`src/rtl/nibble_rx_if.sv`:
```
// nibble_rx_if: serial line in, parallel load-register bus and status flags out.
interface nibble_rx_if #(parameter int DATA_W = 4);
   logic              rxd;
   logic [DATA_W-1:0] da;
   logic              load;
   logic              perr;
   logic              ferr;
   logic              busy;
   modport master (input rxd, output da, load, perr, ferr, busy);
   modport slave  (output rxd, input da, load, perr, ferr, busy);
endinterface

```
`src/rtl/nibble_rx.sv`:
```
// nibble_rx: receives start/data/parity/stop framed nibbles on rxd and
// pulses load with the word on da; bad frames are dropped and flagged.
module nibble_rx #(
   parameter int BIT_TICKS = 8,
   parameter int DATA_W    = 4,
   parameter int PARITY_EN = 1
) (
   input  logic         clk,
   input  logic         clr_n,
   nibble_rx_if.master  bus
);
   localparam int TW = $clog2(BIT_TICKS);
   localparam int BW = (DATA_W > 1) ? $clog2(DATA_W) : 1;
   localparam logic [TW-1:0] T_END = TW'(BIT_TICKS - 1);
   localparam logic [TW-1:0] T_MID = TW'(BIT_TICKS / 2 - 1);
   typedef enum logic [2:0] {IDLE, START, DATA, PARITY, STOP, BREAK} state_t;
   state_t            state_q, state_d;
   logic              s1_q, rs_q;
   logic [TW-1:0]     tick_q, tick_d;
   logic [BW-1:0]     bit_q, bit_d;
   logic [DATA_W-1:0] shift_q, shift_d, da_q, da_d;
   logic              err_q, err_d, load_q, load_d, perr_q, perr_d, ferr_q, ferr_d;
   logic              ttop;
   assign ttop = tick_q == T_END;
   always_comb begin
      state_d = state_q;
      bit_d   = bit_q;
      shift_d = shift_q;
      err_d   = err_q;
      da_d    = da_q;
      load_d  = 1'b0;
      perr_d  = 1'b0;
      ferr_d  = 1'b0;
      case (state_q)
         IDLE: begin
            err_d   = 1'b0;
            state_d = rs_q ? IDLE : START;
         end
         START: if (tick_q == T_MID) begin
            state_d = rs_q ? IDLE : DATA;
            bit_d   = '0;
         end
         DATA: if (ttop) begin
            shift_d[bit_q] = rs_q;
            bit_d          = bit_q + 1'b1;
            if (bit_q == BW'(DATA_W - 1)) state_d = (PARITY_EN != 0) ? PARITY : STOP;
         end
         PARITY: if (ttop) begin
            err_d   = ^shift_q ^ rs_q;
            state_d = STOP;
         end
         STOP: if (ttop) begin
            // a low stop bit wins over a parity error
            ferr_d  = !rs_q;
            perr_d  = rs_q && err_q;
            load_d  = rs_q && !err_q;
            da_d    = (rs_q && !err_q) ? shift_q : da_q;
            state_d = rs_q ? IDLE : BREAK;
         end
         BREAK: state_d = rs_q ? IDLE : BREAK;
         default: state_d = IDLE;
      endcase
      tick_d = (state_d != state_q || ttop) ? '0 : tick_q + 1'b1;
   end
   always_ff @(posedge clk or negedge clr_n) begin
      if (!clr_n) begin
         state_q <= IDLE;
         s1_q    <= 1'b1;
         rs_q    <= 1'b1;
         tick_q  <= '0;
         bit_q   <= '0;
         shift_q <= '0;
         da_q    <= '0;
         err_q   <= 1'b0;
         load_q  <= 1'b0;
         perr_q  <= 1'b0;
         ferr_q  <= 1'b0;
      end else begin
         state_q <= state_d;
         s1_q    <= bus.rxd;
         rs_q    <= s1_q;
         tick_q  <= tick_d;
         bit_q   <= bit_d;
         shift_q <= shift_d;
         da_q    <= da_d;
         err_q   <= err_d;
         load_q  <= load_d;
         perr_q  <= perr_d;
         ferr_q  <= ferr_d;
      end
   end
   assign bus.da   = da_q;
   assign bus.load = load_q;
   assign bus.perr = perr_q;
   assign bus.ferr = ferr_q;
   assign bus.busy = state_q != IDLE;
endmodule

```
`src/flat_wrapper.sv`:
```
// flat-port wrapper written by rule: the top's interface ports become plain ports
module nibble_rx_flat 
#(
   parameter int BIT_TICKS = 8,
   parameter int DATA_W    = 4,
   parameter int PARITY_EN = 1
)
  (clk, clr_n, bus_rxd, bus_da, bus_load, bus_perr, bus_ferr, bus_busy);
  nibble_rx_if #(.DATA_W(DATA_W)) bus_i ();
  input  logic clk;
  input  logic clr_n;
  input wire logic [$bits(bus_i.rxd)-1:0] bus_rxd;
  output wire logic [$bits(bus_i.da)-1:0] bus_da;
  output wire logic [$bits(bus_i.load)-1:0] bus_load;
  output wire logic [$bits(bus_i.perr)-1:0] bus_perr;
  output wire logic [$bits(bus_i.ferr)-1:0] bus_ferr;
  output wire logic [$bits(bus_i.busy)-1:0] bus_busy;
  assign bus_i.rxd = bus_rxd;
  assign bus_da = bus_i.da;
  assign bus_load = bus_i.load;
  assign bus_perr = bus_i.perr;
  assign bus_ferr = bus_i.ferr;
  assign bus_busy = bus_i.busy;
  nibble_rx #(.BIT_TICKS(BIT_TICKS), .DATA_W(DATA_W), .PARITY_EN(PARITY_EN)) u_core (.clk(clk), .clr_n(clr_n), .bus(bus_i));
endmodule
```
`config.mk`:
```
export PLATFORM = sky130hd
export DESIGN_NAME = nibble_rx_flat
export DESIGN_NICKNAME = d
export VERILOG_FILES = /design/src/rtl/nibble_rx_if.sv /design/src/rtl/nibble_rx.sv /design/src/flat_wrapper.sv
export SDC_FILE = /design/constraint.sdc
export NUM_CORES = 1
export LEC_CHECK = 0
export CORE_AREA = 2 2 47 57
export DETAILED_ROUTE_END_ITERATION = 10
export DIE_AREA = 0 0 49 59
export PLACE_DENSITY = 0.84
export SYNTH_ARGS = -nofsm -noshare
export SYNTH_HDL_FRONTEND = slang
export SYNTH_SLANG_ARGS = --single-unit
```
`constraint.sdc`:
```
create_clock -name clk -period 2.1 [get_ports clk]
set_input_delay 0.63 -clock clk [delete_from_list [all_inputs] [get_ports clk]]
set_output_delay 0.63 -clock clk [all_outputs]
set_load 0.03 [all_outputs]
```
==> metrics.csv, run 1 <==
metric,value,unit
status,"finished, final reports clean",
slowest_stage,clkdlybuf4s50_1,
synthMuxAreaShare,13.33,%
cp_cell_sequence,clkdlybuf4s50_1,
clock_skew,2.417,ps
r2r_cells,5,
grt_max_degree,23,
ys_ff_latch,22,
die_area,0.002891,sq mm
clkTransAtPathRegs,110,ps
path_buf_inv,1,
drtIter0Drc,12,
synth-adder-area-share,7.960,%
synth_edf_count,0,
synthesis.nets,120,
slowest_delay,670,ps
vias_per_cell,5.227,
cts_inserted_buffers,3,
drtPass1Iterations,4,
die_w,49,um
clkSinkCount,22,
min_path_type,reg -> reg,
num_rows,19,
multi_input_area,645.6,sq um
synth_cells,109,
cpLargestDelayFamily,buffers and inverters,
gp_congestion,0.8179,
yosys_warnings,0,
initial_core_util,54.53,%
cp.arrival,1330,ps
routed_wl,2.025,mm
period_share,93.16,%
vias,805,
htreeDepth,1,
p_per_area,944.6,mW/mm^2
cp.depth,1,
final_common_cell,dfrtp_1,
cp-end-kind,primary output,
setup_violations,0,
dominantRegCellSynth,dfrtp_1,
io_buffers,10,
cts_tree,done,
drive_above_1_share,23.58,%
final_util,61.37,%
fmax,511.1,MHz
ant_nets,0,
remaining_drc_errors,0,
post_dp_cell_area,0.001394,sq mm
io_pins,11,
syn_avg_cell_area,11.54,sq um
clockBufferDepth,2,
grt_pass1_vias,787,
cp-start-kind,flop,
finalCriticalPeriod,1956,ps
relSlewSlack,75.29,%
grt-ovfl-total,0,
diodes,0,
nFillCells,189,
hpwl,1.521,mm
yosys.area_share.simple,20.70,%
drv_cap,0,
grt_pass1_wl,3.484,mm
tightest_slew,369.1,ps
root_buffer,clkbuf_4,
antenna_found_initial,0,
hold_viol,0,
synth_xor_area_share,2.786,%
core_region_area,0.002306,sq mm
drv_slew,0,
setup_tns,0,ps
area_delta_synth_final,12.54,%
async_flop_share,100.0,%
seq_area,553.0,sq um
layout.nets,135,
seq_area_frac_synth,43.98,%
avgRoutedWirePerCell,13.15,um
p_leak,0.6576,nW
rsz0062_at_grt,false,
final_cell_area,0.001415,sq mm
whs_path_depth,0,
peakVddDrop,519.9,uV
insertion_delay,300,ps
crit_type,reg -> out,
synth_top_family_by_area,simple AND/OR/NAND/NOR gates,
synth_compound_area_share,6.567,%
crit_path_max_fanout,2,
layout_common_cells,"dfrtp_1 (20), nand2_1 (12), mux2_2 (9), clkdlybuf4s50_1 (9)",
synthDistinctLibCells,36,
syn-cell-area,0.001257,sq mm
die_y,59,um
holdBufCountCts,0,
required,1470,ps
grtUsageTotal,16.08,%
registers in the layout, summed over array words and instances, names as in the netlist, 2 cells and up:
name	cells
u_core.shift_q	4
u_core.bit_q	2
u_core.state_q	3
u_core.bus.da	4
u_core.tick_q	3
path summary, 6_finish.rpt:
kind | slack (ps) | startpoint | endpoint
setup / recovery | 140 | u_core.bus.da[0] | bus_da[0]
max in group asynchronous | 1160 | clr_n | u_core.s1_q
min in group asynchronous | 660 | clr_n | u_core.shift_q[1]
setup reg to reg | 220 | u_core.tick_q[0] | u_core.bus.da[0]
hold reg to reg | 360 | u_core.s1_q | u_core.rs_q
hold / removal | 360 | u_core.s1_q | u_core.rs_q
cells by family (layout without fill, tap and decap cells):
group	after synthesis	in the layout
buffers and inverters	10	24
adders and majority gates	8	8
muxes	15	15
and+or+nand+nor	40	40
AOI/OAI and AO/OA	10	10
DFF	22	22
xor gates and xnor gates	4	4
metal layers:
metal | part of all wire, % | wire length [um] | GRT usage, %
met1 | 43 | 879 | 17.88
met3 | 2.7 | 55 | 3.535
met5 | 0 | 0 | 0
met2 | 51 | 1041 | 28.57
met4 | 2.4 | 48 | 9.388
worst reg2reg max path, cell delays in order, from the launching register on:
cell     delay, ps
dfrtp_1        390
ha_1           210
ha_1           280
nand2_1        120
nor4b_4        400
mux2_2         380
synthesized netlist by cell type, types with 2 or more instances:
master | number | share of area [%]
nand2b_4 | 2 | 2.2
ha_1 | 8 | 8.0
buf_2 | 2 | 0.80
and3_1 | 2 | 0.99
nand2_1 | 12 | 3.6
nand3_1 | 2 | 0.80
nor2_1 | 8 | 2.4
mux2_2 | 9 | 8.1
mux2i_1 | 4 | 3.2
xnor2_1 | 3 | 2.1
dfrtp_1 | 20 | 40
dfstp_2 | 2 | 4.2
a22oi_1 | 2 | 1.2
o21ai_0 | 3 | 1.2
nand3b_1 | 4 | 2.4
buf_6 | 2 | 1.8
inv_1 | 5 | 1.5
stage by stage:
stage / std cells / setup slack, ps / hold WS (ps) / power [mW]
detailed placement: 150 / 137.8 / 347.5 / 1.164
finish: 154 / 143.5 / 362.5 / 1.337
global placement: 150 / 176.7 / 347.0 / 1.135
CTS: 154 / 27.68 / 364.4 / 1.356
global route: 154 / 53.36 / 368.3 / 1.422
floorplan: 109 / 272.6 / 334.4 / 1.060
layout make-up:
class / instances / share of cell area [%]
clock buffers: 4 / 1.857
well taps: 31 / 2.741
multi-input cells: 77 / 45.62
flip-flops and latches: 22 / 39.08
inverters: 5 / 1.326
repair buffers: 15 / 9.372
repair_timing:
action | 4_1_cts | 5_1_grt
gates resized for setup | 1 | 2
endpoints found under the setup margin | 1 | 1
buffers inserted | 0 | 0
power by group:
group	switching (mW)	internal (mW)	total, mW
registers	0.0459	0.491	0.537
logic	0.324	0.287	0.611
clock network	0.114	0.0740	0.188
(Power assumes the default switching activity.)
==> run 2, diff against run 1 <==
CORE_AREA = 2 2 46 56   (was 2 2 47 57)
CTS_BUF_LIST = sky130_fd_sc_hd__clkbuf_8   (was unset)
DIE_AREA = 0 0 48 58   (was 0 0 49 59)
PLACE_DENSITY = 0.87   (was 0.84)
==> run 2 against run 1 <==
Sequential power is essentially flat. Utilization rose by 2.7 points. Via count increased by 4.2%. Routed wire length rose by 3.8%. Register-to-register slack improved by 20 ps. Flip-flop and latch count unchanged. Final area rose by 2.3%. Clock-buffer cell count stayed put. Global-route usage increased by 2.5 points. Clock power grew 58%. Maximum frequency shrank 1.2%. Clock skew barely moved. Critical path type unchanged. Critical endpoint is now bus_busy.
==> metrics.csv, run 2 (synthesis results as in run 1) <==
metric,value,unit
insertion_delay,260,ps
period_share,94.32,%
diodes,0,
routed_wl,2.102,mm
drtIter0Drc,20,
avgRoutedWirePerCell,13.65,um
r2r_cells,5,
clkTransAtPathRegs,70,ps
vias,839,
die_y,58,um
area_delta_synth_final,15.12,%
cp.arrival,1350,ps
vias_per_cell,5.448,
p_leak,0.6713,nW
die_w,48,um
crit_type,reg -> out,
drv_cap,0,
drv_slew,0,
p_per_area,999.4,mW/mm^2
peakVddDrop,636.5,uV
cts_tree,done,
drtPass1Iterations,4,
drive_above_1_share,23.58,%
die_area,0.002784,sq mm
clkSinkCount,22,
fin_cells,154,
hpwl,1.505,mm
grtUsageTotal,18.62,%
hold_viol,0,
multi_input_area,645.6,sq um
grt_pass1_wl,3.657,mm
num_rows,19,
htreeDepth,1,
io_pins,11,
antenna_found_initial,0,
tightest_slew,348.4,ps
remaining_drc_errors,0,
min-delay-start,u_core.s1_q,
grt_pass1_vias,819,
required,1470,ps
io_buffers,10,
r2r_start,u_core.tick_q[0],
clock_skew,2.069,ps
final_common_cell,dfrtp_1,
setup_tns,0,ps
cp-end-kind,primary output,
fmax,504.9,MHz
grt_max_degree,23,
seq_area,553.0,sq um
min_path_type,reg -> reg,
dp_cells,150,
clockBufferDepth,2,
layout_common_cells,"dfrtp_1 (20), nand2_1 (12), mux2_2 (9), clkdlybuf4s50_1 (9)",
final_util,64.10,%
finalCriticalPeriod,1981,ps
layout.nets,135,
ant_nets,0,
cp-start-kind,flop,
status,"finished, final reports clean",
setup_violations,0,
root_buffer,clkbuf_8,
crit_path_max_fanout,2,
crit_start,u_core.state_q[0],
nFillCells,184,
whs_path_depth,0,
cts_inserted_buffers,3,
gp_congestion,0.7597,
core_region_area,0.002258,sq mm
relSlewSlack,76.68,%
grt-ovfl-total,0,
rsz0062_at_grt,false,
initial_core_util,55.68,%
==> run 2: cell types whose count changed in the layout (fill, tap and decap cells not counted) <==
cell	before	now
clkbuf_1	1	0
clkbuf_2	1	0
clkbuf_8	0	4
dlygate4sd2_1	0	1
clkbuf_4	3	0
==> run 2: layout make-up <==
class / count / share of cell area, %
Inverter: 5 / 1.296
Multi-Input combinational cell: 77 / 44.60
Sequential cell: 22 / 38.20
Clock buffer: 4 / 3.803
Tap cell: 31 / 2.679
Timing Repair Buffer: 15 / 9.421
==> run 2: path summary, 6_finish.rpt <==
path	end	slack (ps)
max	bus_busy	120
min	u_core.rs_q	360
max reg2reg	u_core.bus.da[0]	240
min reg2reg	u_core.rs_q	360
max in group asynchronous	u_core.s1_q	1120
min in group asynchronous	u_core.state_q[1]	710
==> run 2: per-stage QoR <==
step                worst slack [ps]  total power, mW  area (sq um)  hold slack [ps]
floorplan                      272.6            1.060          1257            334.4
global placement               176.3            1.132          1394            347.3
detailed placement             160.4            1.162          1394            352.6
CTS                            111.1            1.461          1448            363.8
global route                   73.44            1.554          1448            365.8
finish                         119.3            1.447          1448            361.1
==> run 2: per-layer routing <==
metal  global-route usage [%]  part of all wire [%]  vias up
met5                        0                     0        -
met4                    8.108                   2.3        0
met3                    2.804                   3.0        5
met2                    28.76                    52       18
met1                    25.41                    42      416
li1                         -                     -      400
==> run 2: critical path, stage by stage, from the launching register on <==
cell and delay (ps):
dfrtp_1 380, or3_1 350, dlygate4sd2_1 360
==> run 2: where the power goes <==
part	internal, mW	switching [mW]
clock	0.167	0.130
sequential	0.492	0.0465
combinational	0.292	0.320
==> run 2: repair_timing <==
item,in CTS,in global routing
gates resized for setup,1,0
hold buffers,0,0
setup endpoints to repair,1,0
setup buffers,0,0
==> run 3, diff against run 2 <==
CORE_AREA = 4 4 48 58   (was 2 2 46 56)
DIE_AREA = 0 0 52 62   (was 0 0 48 58)
==> run 3 against run 2 <==
Total power is 0.26% higher. Clock skew is 0.66 ps lower. Clock-buffer cell count stayed put. Non-clock buffer count stayed put. Routed wire length is 1.6% higher. Utilization stayed put. Die area is 16% higher. Register-to-register slack better by 20 ps. First-iteration DRC count is 45% lower.
==> metrics.csv, run 3 (synthesis results as in run 1) <==
metric,value,unit
crit_type,reg -> out,
r2r_slack,260,ps
post_dp_cell_area,0.001394,sq mm
place_ws,159.9,ps
grt_max_degree,23,
clkSinkCount,22,
clock_skew,1.408,ps
required,1470,ps
grt_pass1_vias,820,
gp_congestion,0.8176,
dp_cells,150,
fin_cells,154,
io_pins,11,
layout_common_cells,"dfrtp_1 (20), nand2_1 (12), mux2_2 (9), clkdlybuf4s50_1 (9)",
remaining_drc_errors,0,
nFillCells,172,
routed_wl,2.136,mm
slowest_stage,dfrtp_1,
finalPower,1.451,mW
holdBufCountCts,0,
final_common_cell,dfrtp_1,
grt_pass1_wl,3.657,mm
root_buffer,clkbuf_8,
avgRoutedWirePerCell,13.87,um
vias,823,
cp.arrival,1350,ps
grt-ovfl-total,0,
setup_slack,119.4,ps
seq_area,553.0,sq um
cp-end-kind,primary output,
final_util,64.10,%
insertion_delay,260,ps
grtUsageTotal,15.85,%
core_region_area,0.002258,sq mm
diodes,0,
die_w,52,um
period_share,94.31,%
vias_per_cell,5.344,
antenna_found_initial,0,
finalCriticalPeriod,1981,ps
whs,360.7,ps
path_buf_inv,1,
initial_core_util,55.68,%
die_area,0.003224,sq mm
area_delta_synth_final,15.12,%
cpLargestDelayFamily,flip-flops,
die_y,62,um
final_cell_area,0.001448,sq mm
cts_tree,done,
peakVddDrop,590.0,uV
p_per_area,1002,mW/mm^2
clkTransAtPathRegs,70,ps
drtPass1Iterations,4,
hpwl,1.561,mm
layout.nets,135,
ant_nets,0,
drv_cap,0,
p_leak,0.6713,nW
status,"finished, final reports clean",
relSlewSlack,76.99,%
cts_inserted_buffers,3,
clockBufferDepth,2,
setup_violations,0,
htreeDepth,1,
cp_cell_sequence,or3_1 > dlygate4sd2_1,
fmax,504.9,MHz
drive_above_1_share,23.58,%
tightest_slew,343.7,ps
num_rows,19,
drv_slew,0,
crit_path_max_fanout,2,
cp-start-kind,flop,
rsz0062_at_grt,false,
hold_viol,0,
multi_input_area,645.6,sq um
slowest_delay,380,ps
io_buffers,10,
min_path_type,reg -> reg,
setup_tns,0,ps
drtIter0Drc,11,
-- run 3: repair_timing --
item,in CTS,in global routing
buffers inserted,0,0
resized for setup,1,0
setup endpoints to repair,1,0
-- run 3: final timing paths --
check,from,to,cells past startpoint
worst max-delay path,u_core.state_q[0],bus_busy,2
worst min-delay path,u_core.s1_q,u_core.rs_q,0
worst max register to register,u_core.tick_q[0],u_core.bus.da[0],5
worst min register to register,u_core.s1_q,u_core.rs_q,0
max in group asynchronous,clr_n,u_core.s1_q,2
min in group asynchronous,clr_n,u_core.state_q[0],2
-- run 3: report_power, final --
group | leakage (nW) | internal (mW) | switching [mW]
combinational | 0.350 | 0.290 | 0.323
clock | 0.0288 | 0.167 | 0.135
sequential | 0.293 | 0.492 | 0.0442
total | 0.671 | 0.949 | 0.502
-- run 3: layer usage --
layer / track usage [%] / part of all wire, % / up-vias
met5: 0 / 0 / -
met4: 12.73 / 3.6 / 0
met3: 2.148 / 2.3 / 7
met2: 25.85 / 51 / 14
met1: 18.82 / 43 / 403
li1: - / - / 399
-- run 3: worst register-to-register path, delay by kind of cell, from the launching register on --
| family | cells | cell delay, ps |
|---|---|---|
| adders and majority gates | 2 | 460 |
| DFF | 1 | 370 |
| muxes | 1 | 380 |
| and+or+nand+nor | 2 | 520 |
-- run 3: area by class of cell --
| cell class | instances | area share, % |
|---|---|---|
| Multi-Input combinational cell | 77 | 44.60 |
| Sequential cell | 22 | 38.20 |
| Timing Repair Buffer | 15 | 9.421 |
| Clock buffer | 4 | 3.803 |
| Tap cell | 31 | 2.679 |
| Inverter | 5 | 1.296 |
